## config.mk

```make
export PLATFORM = sky130hd
export DESIGN_NAME = tdm_demux
export DESIGN_NICKNAME = d
export VERILOG_FILES = /design/src/rtl/tdm_pkg.sv /design/src/rtl/slot_counter.sv /design/src/rtl/tdm_demux.sv
export SDC_FILE = /design/constraint.sdc
export NUM_CORES = 1
export LEC_CHECK = 0
export BUFFER_PORTS_ARGS = -buffer_cell sky130_fd_sc_hd__buf_2
export CAP_MARGIN = 15
export CORE_UTILIZATION = 55
export CTS_CLUSTER_SIZE = 30
export DETAILED_ROUTE_END_ITERATION = 10
export GPL_TIMING_DRIVEN = 0
export PLACE_DENSITY = 0.84
export SLEW_MARGIN = 20
export SYNTH_ARGS = -nofsm -noshare
export SYNTH_HDL_FRONTEND = slang
export SYNTH_HIERARCHICAL = 1
export SYNTH_SLANG_ARGS = --single-unit
export TNS_END_PERCENT = 50
```

## constraint.sdc

```tcl
create_clock -name clk -period 3.63 [get_ports clk]
set_clock_uncertainty 0.15 [all_clocks]
set_input_delay 0.5445 -clock clk [delete_from_list [all_inputs] [get_ports clk]]
set_output_delay 0.5445 -clock clk [all_outputs]
set_load 0.03 [all_outputs]
```

## src/rtl/tdm_pkg.sv

```systemverilog
`default_nettype none
// +----------------------------------------------------------------------+
// | Package : tdm_pkg                                                    |
// | Purpose : Shared types and default constants for the TDM demux.      |
// |           state_e - framing FSM states (HUNT, LOCKED)                |
// |           N_CH_DEF / W_DEF - default channel count / sample width    |
// | Rev     : 1.0 - initial release                                      |
// +----------------------------------------------------------------------+
package tdm_pkg;

  typedef enum logic [0:0] {
    HUNT   = 1'b0,
    LOCKED = 1'b1
  } state_e;

  localparam int N_CH_DEF = 4;
  localparam int W_DEF    = 8;

endpackage
`default_nettype wire

```

## src/rtl/slot_counter.sv

```systemverilog
`default_nettype none
// +----------------------------------------------------------------------+
// | Module  : slot_counter                                               |
// | Purpose : Modulo-N slot index for the TDM demux.                     |
// | Ports   : clk, rst_n (async, active-low)                             |
// |           inc   - advance slot, wrapping N-1 -> 0                    |
// |           load1 - force slot to 1 (frame start); wins over inc       |
// |           cnt   - current slot, $clog2(N) bits                       |
// | Rev     : 1.0 - initial release                                      |
// +----------------------------------------------------------------------+
module slot_counter #(
  parameter int N = 4
) (
  input  logic                 clk,
  input  logic                 rst_n,
  input  logic                 inc,
  input  logic                 load1,
  output logic [$clog2(N)-1:0] cnt
);

  localparam int            CW     = $clog2(N);
  localparam logic [CW-1:0] C_LAST = CW'(N - 1);
  localparam logic [CW-1:0] C_ONE  = CW'(1);

  logic [CW-1:0] cnt_q;
  logic [CW-1:0] cnt_d;

  // Explicit compare against N-1 so non-power-of-2 N never reaches
  // the unused upper codes.
  always_comb begin
    cnt_d = cnt_q;
    if (load1) begin
      cnt_d = C_ONE;
    end else if (inc) begin
      cnt_d = (cnt_q == C_LAST) ? '0 : cnt_q + C_ONE;
    end
  end

  always_ff @(posedge clk or negedge rst_n) begin
    if (!rst_n) begin
      cnt_q <= '0;
    end else begin
      cnt_q <= cnt_d;
    end
  end

  assign cnt = cnt_q;

endmodule
`default_nettype wire

```

## src/rtl/tdm_demux.sv

```systemverilog
`default_nettype none
// +----------------------------------------------------------------------+
// | Module  : tdm_demux                                                  |
// | Purpose : Splits a time-multiplexed sample stream into N_CH parallel |
// |           channels, with start-of-frame hunting and resync.          |
// | Ports   : clk, rst_n (async, active-low)                             |
// |           in_valid, in_sof, in_data[W] - TDM input stream            |
// |           ch_data[N_CH*W] - last sample per channel (k at k*W +: W)  |
// |           ch_valid[N_CH]  - one-hot pulse for the channel written    |
// |           frame_done      - pulse when last slot of a frame written  |
// |           sync_err        - pulse on early or missing SOF            |
// |           locked          - FSM is in LOCKED                         |
// | Rev     : 1.0 - initial release                                      |
// +----------------------------------------------------------------------+
module tdm_demux
  import tdm_pkg::*;
#(
  parameter int N_CH = N_CH_DEF,
  parameter int W    = W_DEF
) (
  input  logic              clk,
  input  logic              rst_n,
  input  logic              in_valid,
  input  logic              in_sof,
  input  logic [W-1:0]      in_data,
  output logic [N_CH*W-1:0] ch_data,
  output logic [N_CH-1:0]   ch_valid,
  output logic              frame_done,
  output logic              sync_err,
  output logic              locked
);

  localparam int            SW     = $clog2(N_CH);
  localparam logic [SW-1:0] C_LAST = SW'(N_CH - 1);

  state_e              state_q,      state_d;
  logic [N_CH*W-1:0]   ch_data_q,    ch_data_d;
  logic [N_CH-1:0]     ch_valid_q,   ch_valid_d;
  logic                frame_done_q, frame_done_d;
  logic                sync_err_q,   sync_err_d;

  logic                w_inc;
  logic                w_load1;
  logic [SW-1:0]       w_slot;

  slot_counter #(
    .N (N_CH)
  ) u_slot_counter (
    .clk   (clk),
    .rst_n (rst_n),
    .inc   (w_inc),
    .load1 (w_load1),
    .cnt   (w_slot)
  );

  // Slot is always 0 in HUNT and on a missing SOF, so "clear slot" on
  // the drop back to HUNT needs no explicit counter action.
  always_comb begin
    state_d      = state_q;
    ch_data_d    = ch_data_q;
    ch_valid_d   = '0;
    frame_done_d = 1'b0;
    sync_err_d   = 1'b0;
    w_inc        = 1'b0;
    w_load1      = 1'b0;

    if (in_valid) begin
      unique case (state_q)
        HUNT: begin
          if (in_sof) begin
            ch_data_d[0 +: W] = in_data;
            ch_valid_d[0]     = 1'b1;
            w_load1           = 1'b1;
            state_d           = LOCKED;
          end
        end
        LOCKED: begin
          if (in_sof) begin
            // Normal frame start or early-SOF resync; only the latter errs.
            ch_data_d[0 +: W] = in_data;
            ch_valid_d[0]     = 1'b1;
            w_load1           = 1'b1;
            sync_err_d        = (w_slot != '0);
          end else if (w_slot != '0) begin
            ch_data_d[int'(w_slot)*W +: W] = in_data;
            ch_valid_d[w_slot]             = 1'b1;
            frame_done_d                   = (w_slot == C_LAST);
            w_inc                          = 1'b1;
          end else begin
            sync_err_d = 1'b1;
            state_d    = HUNT;
          end
        end
        default: state_d = HUNT;
      endcase
    end
  end

  always_ff @(posedge clk or negedge rst_n) begin
    if (!rst_n) begin
      state_q      <= HUNT;
      ch_data_q    <= '0;
      ch_valid_q   <= '0;
      frame_done_q <= 1'b0;
      sync_err_q   <= 1'b0;
    end else begin
      state_q      <= state_d;
      ch_data_q    <= ch_data_d;
      ch_valid_q   <= ch_valid_d;
      frame_done_q <= frame_done_d;
      sync_err_q   <= sync_err_d;
    end
  end

  assign ch_data    = ch_data_q;
  assign ch_valid   = ch_valid_q;
  assign frame_done = frame_done_q;
  assign sync_err   = sync_err_q;
  assign locked     = (state_q == LOCKED);

endmodule
`default_nettype wire

```

==> Word-level counts from Yosys, hierarchy flattened <==
Index checks and enable logic that the tools add are counted.
{ "classes": {"bitwise": 2, "reduce_logical": 5, "mux": 32, "magnitude_cmp": 2, "n_addsub": 2, "eq_ne": 3, "shift": 2} }
{ "ops": {"columns": ["op", "n"], "rows": [
  ["$neg 5->33", 1],
  ["$shift 8x33->32 const A", 1],
  ["$shiftx 8x33->32", 1],
  ["$bwmux 32", 1],
  ["$mux 8", 3],
  ["$mux 1", 17],
  ["$pmux 8 s2", 1],
  ["$mux 4", 2],
  ["$mux 2", 3],
  ["$mux 3", 2],
  ["$pmux 1 s2", 2],
  ["$reduce_and 4->1", 1],
  ["$reduce_bool 2->1", 2],
  ["$lt 2x3->1 const B", 1],
  ["$ne 3x2->1 const B", 1],
  ["$reduce_and 3->1", 1],
  ["$add 2x1->2 const B", 1],
  ["$demux 1 s2", 1],
  ["$eq 2x2->1 const B", 1],
  ["$ge 2x1->1 const B", 1],
  ["$ne 2x2->1 const B", 1],
  ["$not 1->1", 2],
  ["$logic_and 1x1->1", 1]
]} }
{ "word_totals": {"input_bits": 12, "reg_bits": 41, "elab_cells": 55} }

==> Logic depth before layout (Yosys ltp) <==
{ "depth": {"word_depth": 8, "ltp_mapped": 8} }

==> Hierarchy <==
Netlist, hierarchy kept.
{ "by_module_without_submodules": {"columns": ["mod", "cells_each", "seq_area_each_um2", "area_per_inst_um2", "n_inst"], "rows": [
  ["tdm_demux", 130, 950.9, 1687.9, 1],
  ["slot_counter", 8, 50.0, 96.3, 1]
]} }

==> Least setup slack after synthesis <==
No wires, ideal clock.
{ "synth_path": {"path_type": "reg-to-reg", "from": "register u_slot_counter.cnt_q[0], in the netlist u_slot_counter/cnt[0]", "to": "register ch_data_q[16], in the netlist ch_data[16]", "slack_ns": 1.553, "setup_time_ns": 0.119, "arrival_ns": 1.808, "path_stages_with_launch": 8, "n_path_buf": 2, "path_cell_list": "dfrtp_1 > clkbuf_1 > inv_1 > ha_1 > and4bb_1 > buf_4 > nand2_1 > a21bo_2"} }
{ "synth_between": {"elab_chain_len": 3} }
{ "synth_lines": {"columns": ["item", "line", "text"], "rows": [
  ["start: declaration", "slot_counter.sv:25", "logic [CW-1:0] cnt_q;"],
  ["start signal: assignment", "slot_counter.sv:43", "cnt_q <= cnt_d;"],
  ["$neg 5->33", "tdm_demux.sv:85", "ch_data_d[int'(w_slot)*W +: W] = in_data;"],
  ["$shiftx 8x33->32 / $shift 8x33->32 (equally long branches)", "tdm_demux.sv:85", null],
  ["$bwmux 32", "tdm_demux.sv:85", null],
  ["end signal: assignment", "tdm_demux.sv:108", "ch_data_q <= ch_data_d;"],
  ["end: declaration", "tdm_demux.sv:37", "logic [N_CH*W-1:0] ch_data_q, ch_data_d;"]
]} }
Several ways; a longest one is shown, not always the timed one.
A chain may end at the register's enable or synchronous reset.

==> Worst setup path in the final report <==
{ "layout_path": {"from": "register u_slot_counter.cnt_q[0], in the netlist u_slot_counter/cnt[0]", "to": "register ch_data_q[20], in the netlist ch_data[20]"} }
The elaborated chain is that of the path after synthesis.

==> metrics.md <==
| Metric | Value |
|---|---|
| HPWL after DPL | `~2800 µm` |
| Core area | `about 3000 µm²` |
| Reg2reg end | `ch_data[20]$_DFFE_PN0P_` |
| Setup TNS | `0 ps` |
| Port Buffers | `50` |
| Total grt overflow | `0` |
| Hold Path Class | `primary input to asynchronous set/reset pin` |
| Crit Path Max Fanout | `10` |
| Max_slew headroom | `between 40% and 50%` |
| Crit path launch type | `register` |
| Vias in the first global route | `roughly 1.3k` |
| Fin crit share | `67.9%` |
| Post-CTS sizing | `0` |
| YS warnings | `6` |
| N_diodes | `0` |
| Leakage power | `1.18 nW` |
| CP arrival | `around 2600 ps` |
| Hold Vio Cnt, Final | `0` |
| Power Density | `~760 nW/µm²` |
| Tot GR Track Use | `24.2%` |
| Clk root buf | `clkbuf_4` |
| Fin cells | `around 240` |
| Reg clk slew, reported paths | `120 ps` |
| Synthesized cell area | `~1800 µm²` |
| Clk buf depth | `2` |
| Largest net degree at the start of global routing | `41` |
| Post-synthesis sequential area ratio | `between 50 and 60%` |
| Initial DRC Count | `81` |
| Post-CTS Setup Bufs | `0` |
| Mean routed wirelength per cell | `between 15 and 20 µm` |
| Die Area | `around 3500 µm²` |
| Fmax | `406 MHz` |
| R2r setup slk | `around 1200 ps` |
| RSZ-0062 raised after global routing | `false` |
| Post-layout util | `a little over two thirds` |
| Final WS setup | `between 1000 and 1500 ps` |
| # rows | `20` |
| CTS buffer count | `5` |
| Avg Cell Area, Syn | `12.9 µm²` |
| Dpl ws | `1220 ps` |
| Setup violators final | `0` |
| CTS sink count | `40` |
| Die X | `59.0 µm` |
| Worst r2r src | `u_slot_counter/cnt[0]$_DFFE_PN0P_` |
| Hold Slack | `between 100 and 150 ps` |
| Area growth, synth to finish | `19.9%` |
| Ratio of cells with drive above 1 in the final layout | `between 40 and 50%` |
| Placed Cells | `around 230` |
| Drt pass-1 iters | `4` |
| WP data required | `3780 ps` |
| Worst skew pair latency | `between 300 and 400 ps` |
| CTS Hold Bufs | `0` |
| First-pass GRT wire length | `~6000 µm` |
| Final ANT Viol Nets | `0` |
| Starting density of the core | `58.4%` |
| FF+latch count, synth | `40` |
| Syn Nets | `158` |
| CP Launch Point | `u_slot_counter/cnt[0]$_DFFE_PN0P_` |
| MaxCap Viol Count | `0` |
| CTS tree | `done` |
| I/O pins | `just over 50` |
| GPL Wtd Cong | `approximately 0.78` |
| Remaining DRCs | `0` |
| Max-slew violation count | `0` |
| Detailed-route via count | `1,338` |
| Yosys cell types | `24` |
| Initial antenna violation count | `0` |
| Final net count | `between 200 and 250` |
| Run status | `finished, final reports clean` |
| H-Tree Depth | `2` |
| Setup crit end kind | `register` |
| Crit path kind | `register to register` |
| Minimum clock period | `between 2000 and 2500 ps` |
| Actual slew at the worst max-slew pin | `around 830 ps` |
| Via-to-Cell Ratio | `between 5 and 6` |
| R2R cell count | `6` |
| Syn Inst Count | `138` |
| Chip Height | `59.0 µm` |
| Drt total wl | `3770 µm` |
| Peak VDD IR | `about 0.37 mV` |
-- cell usage after synthesis --
library cell | count | area (µm²)
a21bo_2 | 16 | 160
ha_1 | 8 | 100
nand4_1 | 16 | 100
nor3b_1 | 4 | 30.0
nand2_1 | 3 | 11.3
a31oi_1 | 1 | 6.26
nor2b_1 | 1 | 6.26
nand2_4 | 1 | 11.3
a211o_1 | 1 | 8.76
nor2_1 | 3 | 11.3
buf_4 | 2 | 15.0
buf_2 | 1 | 5.00
a22o_1 | 8 | 70.1
inv_1 | 5 | 18.8
buf_6 | 1 | 11.3
dfrtp_1 | 40 | 1000
mux2_2 | 8 | 90.1
and4bb_1 | 1 | 12.5
clkbuf_1 | 4 | 15.0
and2_1 | 2 | 12.5
nor3b_2 | 1 | 12.5
mux2i_1 | 1 | 10.0
a41oi_1 | 1 | 8.76
and3_1 | 9 | 56.3
-- sequential cells by signal, summed over array words and instances (netlist names) --
name and cells:
ch_data 32, ch_valid 4, u_slot_counter/cnt 2, locked 1, sync_err 1
-- cell type report --
cell class,count,area [µm²]
Sequential cell,40,1000
Timing Repair Buffer,50,250
Inverter,5,18.8
Clock buffer,5,37.5
Fill cell,237,913
Multi-Input combinational cell,85,718
Clock inverter,2,12.5
Tap cell,44,55.1
Buffer,8,46.3
-- how the worst max path moves through the flow --
stage | end | slack, ps | cells past startpoint
finish | ch_data[20]$_DFFE_PN0P_ | 1170 | 6
global route | ch_data[17]$_DFFE_PN0P_ | 980 | 6
CTS | ch_data[20]$_DFFE_PN0P_ | 1210 | 6
detailed placement | ch_data[20]$_DFFE_PN0P_ | 1220 | 6
global placement | ch_data[31]$_DFFE_PN0P_ | 1310 | 7
floorplan | ch_data[16]$_DFFE_PN0P_ | 1550 | 7
-- worst max-delay path, cell delays in order (launching register included) --
cell and delay [ps]:
dfrtp_1 470, clkbuf_1 330, inv_1 150, ha_1 460, nor3b_2 480, nand4_1 180
a21bo_2 220
-- metrics by stage --
step                total power, mW  cell area (µm²)
floorplan                      1.20             1780
global placement               1.39             2090
detailed placement             1.43             2090
CTS                            1.63             2140
global route                   1.72             2140
finish                         1.63             2140
-- cells by family (layout without fill, tap and decap cells) --
group	Yosys count	in the layout	share of synthesized area, %
AOI/OAI and AO/OA	27	27	14.2
adders and majority gates	8	8	5.61
buffers and inverters	13	70	3.65
DFF	40	40	56.1
muxes	9	9	5.61
and+or+nand+nor	41	41	14.8
-- layout by cell type (no fill, tap or decap), types with 2 or more instances in the layout --
cell type / n
clkbuf_1: 4
buf_4: 2
buf_2: 51
and2_1: 2
mux2_2: 8
ha_1: 8
and3_1: 9
nor3b_1: 4
a22o_1: 8
dfrtp_1: 40
clkbuf_4: 5
nand2_1: 3
nor2_1: 3
inv_1: 5
nand4_1: 16
a21bo_2: 16
-- power breakdown --
group          switching [mW]  internal, mW  total, mW
registers              0.0823         0.570      0.653
logic                   0.495         0.268      0.763
clock network           0.140        0.0707      0.210
-- metal layers --
metal  wire length, µm  vias to the layer above  track usage (%)
met5                 0                        -                0
met4                40                        0             8.84
met3               252                        6             6.81
met2              1880                       51             39.6
met1              1590                      660             30.7
li1                  -                      621                -
No activity file was read; power rests on OpenSTA's default activity.
